## src/rtl/sdram_port_arbiter.sv

```systemverilog
// Shares one SDRAM controller command port among NPORTS requesters: port 0 has fixed
// priority, ports 1..N-1 rotate, and starved ports are forced through. Read data is routed back in order.
module sdram_port_arbiter #(
    parameter int unsigned NPORTS       = 3,
    parameter int unsigned AW           = 25,
    parameter int unsigned DW           = 16,
    parameter int unsigned RD_DEPTH     = 4,
    parameter int unsigned STARVE_LIMIT = 64
) (
    input  logic                      clk_sys,
    input  logic                      reset,
    input  logic [NPORTS-1:0]         req_valid,
    input  logic [NPORTS-1:0]         req_we,
    input  logic [NPORTS*AW-1:0]      req_addr,
    input  logic [NPORTS*DW-1:0]      req_wdata,
    output logic [NPORTS-1:0]         req_ready,
    output logic [NPORTS-1:0]         rsp_valid,
    output logic [DW-1:0]             rsp_data,
    output logic                      ctl_valid,
    input  logic                      ctl_ready,
    output logic                      ctl_we,
    output logic [AW-1:0]             ctl_addr,
    output logic [DW-1:0]             ctl_wdata,
    input  logic                      ctl_rdata_valid,
    input  logic [DW-1:0]             ctl_rdata,
    output logic [2:0]                grant_id,
    output logic [$clog2(RD_DEPTH):0] rd_pending,
    output logic                      err_orphan
);

    localparam int unsigned IDW = 3;
    localparam int unsigned RAW = $clog2(RD_DEPTH);
    localparam int unsigned CW  = RAW + 1;
    localparam int unsigned SW  = $clog2(STARVE_LIMIT + 1);

    logic              ctl_valid_q, ctl_valid_d;
    logic              ctl_we_q, ctl_we_d;
    logic [AW-1:0]     ctl_addr_q, ctl_addr_d;
    logic [DW-1:0]     ctl_wdata_q, ctl_wdata_d;
    logic [IDW-1:0]    grant_id_q, grant_id_d;
    logic [IDW-1:0]    rr_ptr_q, rr_ptr_d;
    logic [SW-1:0]     starve_q [1:NPORTS-1];
    logic [SW-1:0]     starve_d [1:NPORTS-1];
    logic [IDW-1:0]    tag_mem_q [RD_DEPTH];
    logic [IDW-1:0]    tag_mem_d [RD_DEPTH];
    logic [RAW-1:0]    wr_ptr_q, wr_ptr_d;
    logic [RAW-1:0]    rd_ptr_q, rd_ptr_d;
    logic [CW-1:0]     count_q, count_d;
    logic [NPORTS-1:0] rsp_valid_q, rsp_valid_d;
    logic [DW-1:0]     rsp_data_q, rsp_data_d;
    logic              err_orphan_q, err_orphan_d;

    logic              slot_free_c;
    logic              pop_c;
    logic              push_c;
    logic              tag_avail_c;
    logic [NPORTS-1:0] eligible_c;
    logic              win_found_c;
    logic [IDW-1:0]    win_id_c;
    logic              win_we_c;
    logic [AW-1:0]     win_addr_c;
    logic [DW-1:0]     win_wdata_c;
    logic [IDW-1:0]    head_id_c;

    // Arbitration: starvation override, then port 0, then round-robin from the pointer.
    always_comb begin
        slot_free_c = !ctl_valid_q || ctl_ready;
        pop_c       = ctl_rdata_valid && (count_q != '0);
        tag_avail_c = (count_q < CW'(RD_DEPTH)) || pop_c;
        eligible_c  = req_valid & (req_we | {NPORTS{tag_avail_c}});
        win_found_c = 1'b0;
        win_id_c    = '0;
        if (slot_free_c) begin
            for (int unsigned i = 1; i < NPORTS; i++) begin
                if (!win_found_c && eligible_c[i] && (starve_q[i] == SW'(STARVE_LIMIT))) begin
                    win_found_c = 1'b1;
                    win_id_c    = IDW'(i);
                end
            end
            if (!win_found_c && eligible_c[0]) begin
                win_found_c = 1'b1;
                win_id_c    = '0;
            end
            for (int unsigned i = 1; i < NPORTS; i++) begin
                if (!win_found_c && eligible_c[i] && (IDW'(i) >= rr_ptr_q)) begin
                    win_found_c = 1'b1;
                    win_id_c    = IDW'(i);
                end
            end
            // Wrap-around pass: nothing at or above the pointer was eligible.
            for (int unsigned i = 1; i < NPORTS; i++) begin
                if (!win_found_c && eligible_c[i]) begin
                    win_found_c = 1'b1;
                    win_id_c    = IDW'(i);
                end
            end
        end

        req_ready   = '0;
        win_we_c    = 1'b0;
        win_addr_c  = '0;
        win_wdata_c = '0;
        for (int unsigned i = 0; i < NPORTS; i++) begin
            req_ready[i] = win_found_c && (win_id_c == IDW'(i));
            if (win_id_c == IDW'(i)) begin
                win_we_c    = req_we[i];
                win_addr_c  = req_addr[i*AW +: AW];
                win_wdata_c = req_wdata[i*DW +: DW];
            end
        end
        push_c    = win_found_c && !win_we_c;
        head_id_c = tag_mem_q[rd_ptr_q];
    end

    // Next-state for command register, pointer, starvation counters, tag FIFO and response.
    always_comb begin
        ctl_valid_d = ctl_valid_q;
        ctl_we_d    = ctl_we_q;
        ctl_addr_d  = ctl_addr_q;
        ctl_wdata_d = ctl_wdata_q;
        grant_id_d  = grant_id_q;
        if (slot_free_c) begin
            ctl_valid_d = win_found_c;
            if (win_found_c) begin
                ctl_we_d    = win_we_c;
                ctl_addr_d  = win_addr_c;
                ctl_wdata_d = win_wdata_c;
                grant_id_d  = win_id_c;
            end
        end

        rr_ptr_d = rr_ptr_q;
        if (win_found_c && (win_id_c != '0)) begin
            rr_ptr_d = (win_id_c == IDW'(NPORTS - 1)) ? IDW'(1) : win_id_c + IDW'(1);
        end

        for (int unsigned i = 1; i < NPORTS; i++) begin
            starve_d[i] = '0;
            if (req_valid[i] && !req_ready[i]) begin
                starve_d[i] = (starve_q[i] == SW'(STARVE_LIMIT)) ? starve_q[i]
                                                                 : starve_q[i] + SW'(1);
            end
        end

        tag_mem_d = tag_mem_q;
        wr_ptr_d  = wr_ptr_q;
        rd_ptr_d  = rd_ptr_q;
        if (push_c) begin
            tag_mem_d[wr_ptr_q] = win_id_c;
            wr_ptr_d            = wr_ptr_q + RAW'(1);
        end
        if (pop_c) begin
            rd_ptr_d = rd_ptr_q + RAW'(1);
        end
        count_d = count_q + CW'(push_c) - CW'(pop_c);

        rsp_valid_d = '0;
        rsp_data_d  = rsp_data_q;
        if (pop_c) begin
            rsp_data_d = ctl_rdata;
            for (int unsigned i = 0; i < NPORTS; i++) begin
                rsp_valid_d[i] = (head_id_c == IDW'(i));
            end
        end
        err_orphan_d = err_orphan_q || (ctl_rdata_valid && (count_q == '0));
    end

    always_ff @(posedge clk_sys) begin
        if (reset) begin
            ctl_valid_q  <= 1'b0;
            ctl_we_q     <= 1'b0;
            ctl_addr_q   <= '0;
            ctl_wdata_q  <= '0;
            grant_id_q   <= '0;
            rr_ptr_q     <= IDW'(1);
            for (int unsigned i = 1; i < NPORTS; i++) begin
                starve_q[i] <= '0;
            end
            wr_ptr_q     <= '0;
            rd_ptr_q     <= '0;
            count_q      <= '0;
            rsp_valid_q  <= '0;
            rsp_data_q   <= '0;
            err_orphan_q <= 1'b0;
        end else begin
            ctl_valid_q  <= ctl_valid_d;
            ctl_we_q     <= ctl_we_d;
            ctl_addr_q   <= ctl_addr_d;
            ctl_wdata_q  <= ctl_wdata_d;
            grant_id_q   <= grant_id_d;
            rr_ptr_q     <= rr_ptr_d;
            for (int unsigned i = 1; i < NPORTS; i++) begin
                starve_q[i] <= starve_d[i];
            end
            wr_ptr_q     <= wr_ptr_d;
            rd_ptr_q     <= rd_ptr_d;
            count_q      <= count_d;
            rsp_valid_q  <= rsp_valid_d;
            rsp_data_q   <= rsp_data_d;
            err_orphan_q <= err_orphan_d;
        end
    end

    // Tag storage needs no reset; only entries between the pointers are ever read.
    always_ff @(posedge clk_sys) begin
        tag_mem_q <= tag_mem_d;
    end

    assign ctl_valid  = ctl_valid_q;
    assign ctl_we     = ctl_we_q;
    assign ctl_addr   = ctl_addr_q;
    assign ctl_wdata  = ctl_wdata_q;
    assign grant_id   = grant_id_q;
    assign rd_pending = count_q;
    assign rsp_valid  = rsp_valid_q;
    assign rsp_data   = rsp_data_q;
    assign err_orphan = err_orphan_q;

endmodule

```

## config.mk

```make
export PLATFORM = sky130hd
export DESIGN_NAME = sdram_port_arbiter
export DESIGN_NICKNAME = d
export VERILOG_FILES = /design/src/rtl/sdram_port_arbiter.sv
export SDC_FILE = /design/constraint.sdc
export NUM_CORES = 1
export LEC_CHECK = 0
export BUFFER_PORTS_ARGS = -buffer_cell sky130_fd_sc_hd__buf_4
export CAP_MARGIN = 10
export CELL_PAD_IN_SITES_DETAIL_PLACEMENT = 2
export CELL_PAD_IN_SITES_GLOBAL_PLACEMENT = 2
export CORE_UTILIZATION = 22
export DETAILED_ROUTE_END_ITERATION = 16
export GPL_TIMING_DRIVEN = 0
export PLACE_DENSITY_LB_ADDON = 0.1
export SETUP_SLACK_MARGIN = 0.1
export SLEW_MARGIN = 20
export SYNTH_ARGS = -nofsm -noshare
export SYNTH_HDL_FRONTEND = slang
export SYNTH_SLANG_ARGS = --single-unit
```

## constraint.sdc

```tcl
create_clock -name clk_sys -period 3.1 [get_ports clk_sys]
set_input_delay 0.465 -clock clk_sys [delete_from_list [all_inputs] [get_ports clk_sys]]
set_output_delay 0.465 -clock clk_sys [all_outputs]
set_load 0.1 [all_outputs]
```

Yosys cells after proc, flatten, opt, wreduce, memory -nomap -nowiden
Memory sizes are Yosys's and may differ from the RTL's.
Cells that the tools add are included.

storage, ports and cells
  flip-flop bits (word level) = 88
  logic and storage cells = 130
  RAM bits = 14
  memories kept = 1
  output and inout bits = 72
  bits of input ports = 149

memory list
  name      depth  width  rd ports  clocked after memory_dff  write ports  RTL line  RTL
  starve_q  2      7      2         0                         2            42        logic [SW-1:0] starve_q [1:NPORTS-1];

operators by class
  eq/ne operators = 6
  bitwise logic cells = 7
  reductions and logical operators = 40
  add/subtract/negate cells = 7
  order comparisons = 6
  multiplexer cells = 47

operators with widths
  cell                                                                   count
  25-bit two-way mux                                                     3
  16-bit two-way mux                                                     3
  7-bit two-way mux                                                      6
  3-bit two-way mux                                                      11
  1-bit two-way mux                                                      21
  1-bit logical AND                                                      20
  7-bit by 1-bit adder with 7-bit output (second input constant)         2
  7-bit == test (second input constant)                                  2
  12-bit bitwise mux                                                     1
  1-bit logical NOT                                                      10
  3-bit logical NOT                                                      3
  3-bit binary-select mux with 2-bit select                              1
  3-bit demux with 2-bit select                                          1
  3-bit by 1-bit == test with 1-bit output (second input constant)       2
  3-bit by 2-bit == test with 1-bit output (second input constant)       2
  3-bit >= comparator (second input constant)                            2
  2-bit inverter with 3-bit output                                       2
  3-bit nonzero test                                                     2
  2-bit by 1-bit adder with 2-bit output (second input constant)         2
  3-bit by 1-bit adder with 3-bit output                                 1
  3-bit by 1-bit adder with 3-bit output (second input constant)         1
  3-bit AND                                                              1
  1-bit by 3-bit >= comparator with 1-bit output (first input constant)  1
  2-bit by 3-bit >= comparator with 1-bit output (first input constant)  1
  9 further kinds                                                        12

Longest topological paths before layout
Gate-level depths: netlist of run 1.

  depth after elaboration = 43
  mapped depth = 18
  depth with buffers taken out = 17

Least setup slack after synthesis of run 1
Ideal clock, no wire load.

  path kind = register -> output
  start = reg count_q[2] (netlist: rd_pending[2])
  end = out req_ready[0]
  stages on the path, launching flop included = 8
  arrival = 3.604 ns
  required time = 2.635 ns
  setup slack = -0.969 ns
  path buffers = 1
  path through = dfxtp_1 -> nand2b_1 -> o21ai_0 -> a211oi_4 -> nand2_4 -> clkbuf_1 -> nand2_1 -> nor2_1

on the way
  longest elaborated chain between the ends = 37
  elaborated cells between the ends (all ways) = 46
  those cells by class = order compare: 1; mux: 22; bitwise: 2; reduce/logical: 21

RTL lines
  what                                                                RTL line  RTL
  start: declaration                                                  48        logic [CW-1:0] count_q, count_d;
  start signal: assignment                                            197       count_q <= count_d;
  branches (longest 2 deep; another with 3-bit less-than comparator)  --
  1-bit logical OR *                                                  69        tag_avail_c = (count_q < CW'(RD_DEPTH)) || pop_c;
  3-bit OR *                                                          70        eligible_c = req_valid & (req_we | {NPORTS{tag_avail_c}});
  3-bit AND *                                                         70
  1-bit logical AND                                                   75        if (!win_found_c && eligible_c[i] && (starve_q[i] == SW'(STARVE_LIMIT))) begin
  1-bit two-way mux                                                   75
  1-bit two-way mux                                                   73        if (slot_free_c) begin
  1-bit logical NOT                                                   75
  (+20 left out)                                                      --
  1-bit two-way mux                                                   92        if (!win_found_c && eligible_c[i]) begin
  1-bit two-way mux                                                   73
  1-bit logical NOT                                                   92
  1-bit logical AND                                                   92
  3-bit two-way mux                                                   92
  3-bit two-way mux                                                   73
  3-bit logical NOT                                                   104       req_ready[i] = win_found_c && (win_id_c == IDW'(i));
  1-bit logical AND *                                                 104
  end: declaration                                                    16        output logic [NPORTS-1:0] req_ready,

Every way passes the cells marked *. The select of a mux whose other input is x is not followed.

==> results by group, run 1 <==
Run status
  • Status: finished, violations left
  • Failing checks: setup timing

Layout
  • Share of cells above drive strength 1: 37.0%
  • Area of the multi-input gates: 2360 sq um
  • # nets final: 937
  • Diode count: 0
  • Filler cells: 2312
  • Register area: 2040 sq um
  • P&R area growth vs syn: 55.0%
  • Post-layout util: 34.7%

STA
  • Clock Skew: 11.9 ps
  • Hold Fails Final Rpt: 0
  • Final Max Tran Viols: 0
  • Unrepaired setup endpoints after global routing: yes
  • Period utilization: 103%
  • Tmin final: 3200 ps
  • Fmax: 0.312 GHz
  • Worst-margin pin slew: 754 ps
  • Slew HR: 49.1%
  • Final WS setup: -101 ps
  • Setup TNS Final: -101 ps
  • Final setup vio count: 1

Clock network
  • Root Buffer: clkbuf_16
  • Worst-path clk slew: 80 ps
  • Largest buffer count on any clock path: 2
  • Number of clock sinks: 97
  • # hold bufs at CTS: 0
  • Clock Latency Late Sink: 360 ps
  • Clock buffer count from CTS: 9
  • CTS H-tree depth: 3
  • CTS tree: yes

Yosys
  • Sequential element share of the synthesized area: 44.7%
  • Yosys reg bits: 97
  • Top area cells in the synthesized netlist: dfxtp_1 (39%), a311oi_1 (8.1%), a21oi_1 (7.2%), nand2_1 (6.6%), nor2_1 (5.7%)
  • Multiplexer share of the synthesized area: 1.77%
  • Synth Warn #: 0
  • Mapped Area: 4520 sq um
  • Biggest area consumer among synthesized cells: dfxtp_1
  • Largest family of logic cells by synthesized area: simple AND/OR/NAND/NOR gates
  • Netlist cell types: 49
  • Post-synthesis instance total: 541
  • Compound-Gate Fraction of Synth Area: 18.4%
  • Synth Area in XOR/XNOR: 3.10%
  • Adder-cell share of the synthesized area: 3.21%
  • Mean Syn Cell Area: 8.36 sq um
  • Post-synth net total: 701
  • Simple-gate share of the synthesized area: 23.4%
  • Share of flip-flops with an asynchronous set or reset: 0%
  • Post-synth EDFFs: 8
  • Post-synth top area share: 39.4%
  • Ys flop type: dfxtp_1

Routing
  • WL met2: 9710 um
  • Metal-1 WL: 7680 um
  • Total wire length: 19000 um
  • Met3 Wirelength: 1040 um
  • Detail Route Antenna Nets: 0
  • DRT iter0 DRCs: 112
  • Via density: 4.68
  • Wirelength per Cell: 18.0 um
  • Drt drc: 0
  • Overall via count from detail_route: 4928
  • Highest Signal Layer: met4
  • DR pass1 iterations: 4

Floorplanning
  • Die W: 145 um
  • Die area: 21100 sq um
  • Cell Rows: 52
  • Die Y: 145 um
  • IO Count: 221
  • Starting Density: 22.4%
  • CORE AREA: 20200 sq um

GRT
  • Antenna violations before repair: 0
  • Largest net degree at the start of global routing: 19
  • First-pass GRT wire length: 29900 um
  • All-layer global routing usage: 18.0%
  • Total grt overflow: 0
  • Vias in the first global route: 5554

Critical path
  • RR Startpoint: starve_q[2][3]$_SDFFE_PP0P_
  • Cells on worst reg2reg path: 14
  • R2r setup slk: -100 ps
  • CP Class: reg -> reg
  • FF-to-FF End: rd_pending[2]$_SDFF_PP0_
  • Crit start category: register
  • CP arrival: 3420 ps
  • Worst Path Required: 3320 ps
  • Critical path peak fanout: 4
  • Worst Setup End Kind: register

Hold path
  • Worst Hold Class: in -> reg
  • Hold Path End: rsp_data[7]$_SDFFE_PP0P_
  • Worst Min Path Start: ctl_rdata[7]
  • Worst Hold Path Cells: 3

Run
  • Maximum Capacitance Violations: 0

Power
  • PD cells: 688 nW/um^2
  • Lkg Pwr: 2.96 nW
  • Max VDD drop: 254 uV

Placed design
  • RD Place Congestion: 0.777
  • # port buffers: 218
  • Final HPWL DP: 14700 um
[worst max-delay path by stage]
stage / start / end / slack, ps / depth (start not counted)
floorplan: starve_q[2][2]$_SDFFE_PP0P_ / rd_pending[2]$_SDFF_PP0_ / -130 / 14
global placement: ctl_rdata_valid / rd_pending[2]$_SDFF_PP0_ / -700 / 15
detailed placement: ctl_rdata_valid / rd_pending[2]$_SDFF_PP0_ / -790 / 15
CTS: starve_q[2][4]$_SDFFE_PP0P_ / rd_pending[2]$_SDFF_PP0_ / -220 / 14
global route: starve_q[2][3]$_SDFFE_PP0P_ / rd_pending[2]$_SDFF_PP0_ / -260 / 14
finish: starve_q[2][3]$_SDFFE_PP0P_ / rd_pending[2]$_SDFF_PP0_ / -100 / 14
[critical path, cell delays in order (launching register included)]
cell and delay (ps):
dfxtp_4 350, or4b_4 580, or2_4 300, a211oi_4 240
a21oi_2 100, a221oi_4 270, inv_2 80, ha_4 220
inv_2 60, ha_4 110, inv_2 30, fa_2 360
xor2_2 160, xnor2_1 140, nor2_1 50
[cell type report]
class	instances	share of cell area [%]
multi-input cells	387	33.8
clock buffers	10	3.27
clock inverters	6	0.804
plain buffers	39	2.48
flip-flops and latches	97	29.1
repair buffers	226	24.7
well taps	270	4.82
inverters	17	1.02
[stage by stage]
stage	instance area, sq um	power, W	instances	setup slack [ps]	hold WS, ps
finish	7010	0.00482	1052	-101	352
global route	7010	0.00505	1052	-258	350
CTS	6920	0.00487	1051	-222	333
detailed placement	6520	0.00367	1029	-792	460
global placement	6520	0.00362	1029	-701	441
floorplan	4540	0.00307	541	-131	430
[state kept, by name, summed over array words and instances, names as in the netlist]
register    cells
ctl_addr       25
ctl_wdata      16
rsp_data       16
starve_q       14
tag_mem_q       8
rd_pending      3
rr_ptr_q        3
rsp_valid       3
grant_id        2
rd_ptr_q        2
wr_ptr_q        2
ctl_valid       1
ctl_we          1
err_orphan      1
[Yosys cell counts (all sizes together) (4+ instances only)]
cell type and instances:
nor3 5, xor2 6, clkbuf 27, a311oi 42, o21ai 4, a21oi 66, xnor2 10, inv 17
edfxtp 8, buf 13, ha 10, nand2b 6, nor2 69, nand3 47, and2 6, dfxtp 89
nand2 81
[metal layers]
metal,global-route usage (%),vias to the layer above
li1,-,2366
met1,20.1,2396
met2,32.2,137
met3,4.64,29
met4,7.42,0
met5,0,-
[power by group]
part	switching [W]	internal, W	leakage [nW]
clock	0.000571	0.000567	0.138
sequential	0.000109	0.00143	0.813
combinational	0.00157	0.000578	2.01
[cell usage in the layout, fill, tap and decap left out, types with 2 or more instances in the layout]
master and n:
a21oi_1 65, a311oi_1 42, and2_1 5, and3_1 2
buf_1 5, buf_12 2, buf_4 229, clkbuf_1 27
clkbuf_16 9, dfxtp_1 80, dfxtp_2 6, dfxtp_4 3
edfxtp_1 8, ha_1 8, ha_4 2, inv_1 10
inv_2 5, inv_6 4, inv_8 2, mux2i_1 2
mux4_2 2, nand2_1 79, nand2b_1 5, nand3_1 47
nor2_1 68, nor2b_1 2, nor3_1 5, nor3b_1 3
nor4b_1 2, o211ai_1 2, o21ai_1 2, xnor2_1 10
xor2_1 5
[cells by family (layout without fill, tap and decap cells)]
family                   Yosys count  after routing
multiplexers                       5              5
XOR/XNOR                          16             16
adder cells (fa/ha/maj)           11             11
flip-flops                        97             97
buffers and inverters             57            298
other                              1              1
AND/OR/NAND/NOR                  232            232
AO/OA/AOI/OAI                    122            122
[timing repair]
item                       4_1_cts  5_1_grt
pin swaps                        7        9
gates resized for setup         20       25
setup endpoints to repair        6        4
setup buffers                    6        2
No activity file was read; power rests on OpenSTA's default activity.
==> run 2, diff against run 1 <==
--- a/config.mk
+++ b/config.mk
@@ -9,7 +9,7 @@
 export CAP_MARGIN = 10
 export CELL_PAD_IN_SITES_DETAIL_PLACEMENT = 2
 export CELL_PAD_IN_SITES_GLOBAL_PLACEMENT = 2
-export CORE_UTILIZATION = 22
+export CORE_UTILIZATION = 27
 export DETAILED_ROUTE_END_ITERATION = 16
 export GPL_TIMING_DRIVEN = 0
 export PLACE_DENSITY_LB_ADDON = 0.1
==> constraint.sdc (replaced) <==
create_clock -name clk_sys -period 3.82 [get_ports clk_sys]
set_input_delay 0.573 -clock clk_sys [delete_from_list [all_inputs] [get_ports clk_sys]]
set_output_delay 0.573 -clock clk_sys [all_outputs]
set_load 0.1 [all_outputs]
==> run 2 against run 1 <==
The run now ends clean. Sequential share of layout area grew 0.96 points. Via count grew 1.1%. Cell area shrank 4.0%. Critical endpoint is now req_ready[0]. First-iteration DRC count grew 34%. Largest power group unchanged. Utilization grew 7.0 points. Routed wire length shrank 2.4%. Worst hold slack gained 110 ps.
==> results by group, run 2 (synthesis gave the netlist of run 1 again) <==
STA
  • Slew HR: 47.0%
  • Hold Fails Final Rpt: 0
  • Clock Skew: 9.22 ps
  • Unrepaired setup endpoints after global routing: no
  • Period utilization: 93.1%
  • Setup TNS Final: 0 ps
  • Fmax: 0.281 GHz
  • Final Max Tran Viols: 0
  • Tmin final: 3550 ps
  • Worst-margin pin slew: 786 ps
  • Final setup vio count: 0

Routing
  • Total wire length: 18500 um
  • Wirelength per Cell: 18.6 um
  • Drt drc: 0
  • Overall via count from detail_route: 4982
  • DR pass1 iterations: 4
  • Detail Route Antenna Nets: 0
  • Via density: 5.02
  • DRT iter0 DRCs: 150

Clock network
  • Largest buffer count on any clock path: 2
  • CTS tree: yes
  • Clock buffer count from CTS: 9
  • Root Buffer: clkbuf_16
  • Clock Latency Late Sink: 360 ps
  • # hold bufs at CTS: 0
  • CTS H-tree depth: 3
  • Number of clock sinks: 97
  • Worst-path clk slew: 70 ps

Critical path
  • Worst Setup End Kind: output port
  • Crit start category: register
  • Critical path peak fanout: 10
  • CP Class: reg -> out
  • CP arrival: 2980 ps
  • Worst Path Required: 3250 ps

GRT
  • Vias in the first global route: 5744
  • Antenna violations before repair: 0
  • Total grt overflow: 0
  • All-layer global routing usage: 21.9%
  • Largest net degree at the start of global routing: 18
  • First-pass GRT wire length: 29900 um

Placed design
  • Final HPWL DP: 14300 um
  • RD Place Congestion: 0.861
  • # port buffers: 218
  • Dpl cells: 975
  • Dpl cell area: 6430 sq um

Floorplanning
  • IO Count: 221
  • Die area: 17300 sq um
  • Starting Density: 28.1%
  • CORE AREA: 16100 sq um
  • Die W: 131 um
  • Cell Rows: 46
  • Die Y: 131 um

Run status
  • Status: complete, no violations

Layout
  • # nets final: 932
  • Share of cells above drive strength 1: 33.6%
  • Post-layout util: 41.8%
  • Commonest non-fill, non-tap cell in the layout: buf_4
  • P&R area growth vs syn: 48.9%
  • Post-route cell area: 6730 sq um
  • Non-filler instance count after layout: 993
  • Diode count: 0
  • Largest register FFs: 25
  • Commonest non-fill, non-tap cells in the layout: buf_4 (225), dfxtp_1 (87), nand2_1 (80)

Power
  • Max VDD drop: 237 uV
  • Lkg Pwr: 2.91 nW
  • PD cells: 567 nW/um^2

Run
  • Maximum Capacitance Violations: 0

Hold path
  • Worst Hold Class: reg -> reg
run 2: through the flow:
stage / total power (W) / setup WS [ps] / hold slack (ps)
floorplan: 0.00249 / 326 / 430
global placement: 0.00292 / -132 / 444
detailed placement: 0.00297 / -269 / 453
CTS: 0.00386 / 244 / 454
global route: 0.00400 / 110 / 460
finish: 0.00382 / 265 / 457
run 2: metal layers:
layer  global-route usage [%]  up-vias  part of all wire [%]
met5                        0        -                     0
met4                     7.49        0                   2.1
met3                     5.86       25                   5.6
met2                     40.1      147                    52
met1                     24.2     2443                    40
li1                         -     2367                     -
run 2: final cells by class:
type / instances / area [sq um]
Inverter: 17 / 68.8
Tap cell: 216 / 270
Buffer: 40 / 171
Fill cell: 1865 / 9390
Clock buffer: 10 / 229
Multi-Input combinational cell: 387 / 2270
Timing Repair Buffer: 220 / 1650
Sequential cell: 97 / 2020
Clock inverter: 6 / 43.8
run 2: what timing repair did:
item / CTS / global route
buffers inserted: 1 / 1
pin swaps: 1 / 1
resized for setup: 1 / 2
setup endpoints to repair: 1 / 1
run 2: worst max-delay path: stages (launching register included):
cell,delay (ps)
dfxtp_1,340
or4b_4,580
o21ai_0,260
a211o_1,160
buf_2,260
buf_1,440
nand2_1,170
nor2_2,110
buf_4,300
run 2: worst paths after layout:
| kind | slack (ps) | to | startpoint | depth (start not counted) |
|---|---|---|---|---|
| worst min register to register | 460 | rsp_data[7]$_SDFFE_PP0P_ | rsp_data[7]$_SDFFE_PP0P_ | 2 |
| worst max register to register | 400 | rd_pending[2]$_SDFF_PP0_ | starve_q[2][2]$_SDFFE_PP0P_ | 16 |
| worst min-delay path | 460 | rsp_data[7]$_SDFFE_PP0P_ | rsp_data[7]$_SDFFE_PP0P_ | 2 |
| worst max-delay path | 270 | req_ready[0] | starve_q[2][2]$_SDFFE_PP0P_ | 8 |
run 2: where the power goes:
group	leakage [nW]	total, W	internal, W	switching [W]
registers	0.808	0.00125	0.00116	0.0000876
logic	1.97	0.00170	0.000439	0.00126
clock network	0.133	0.000873	0.000446	0.000427
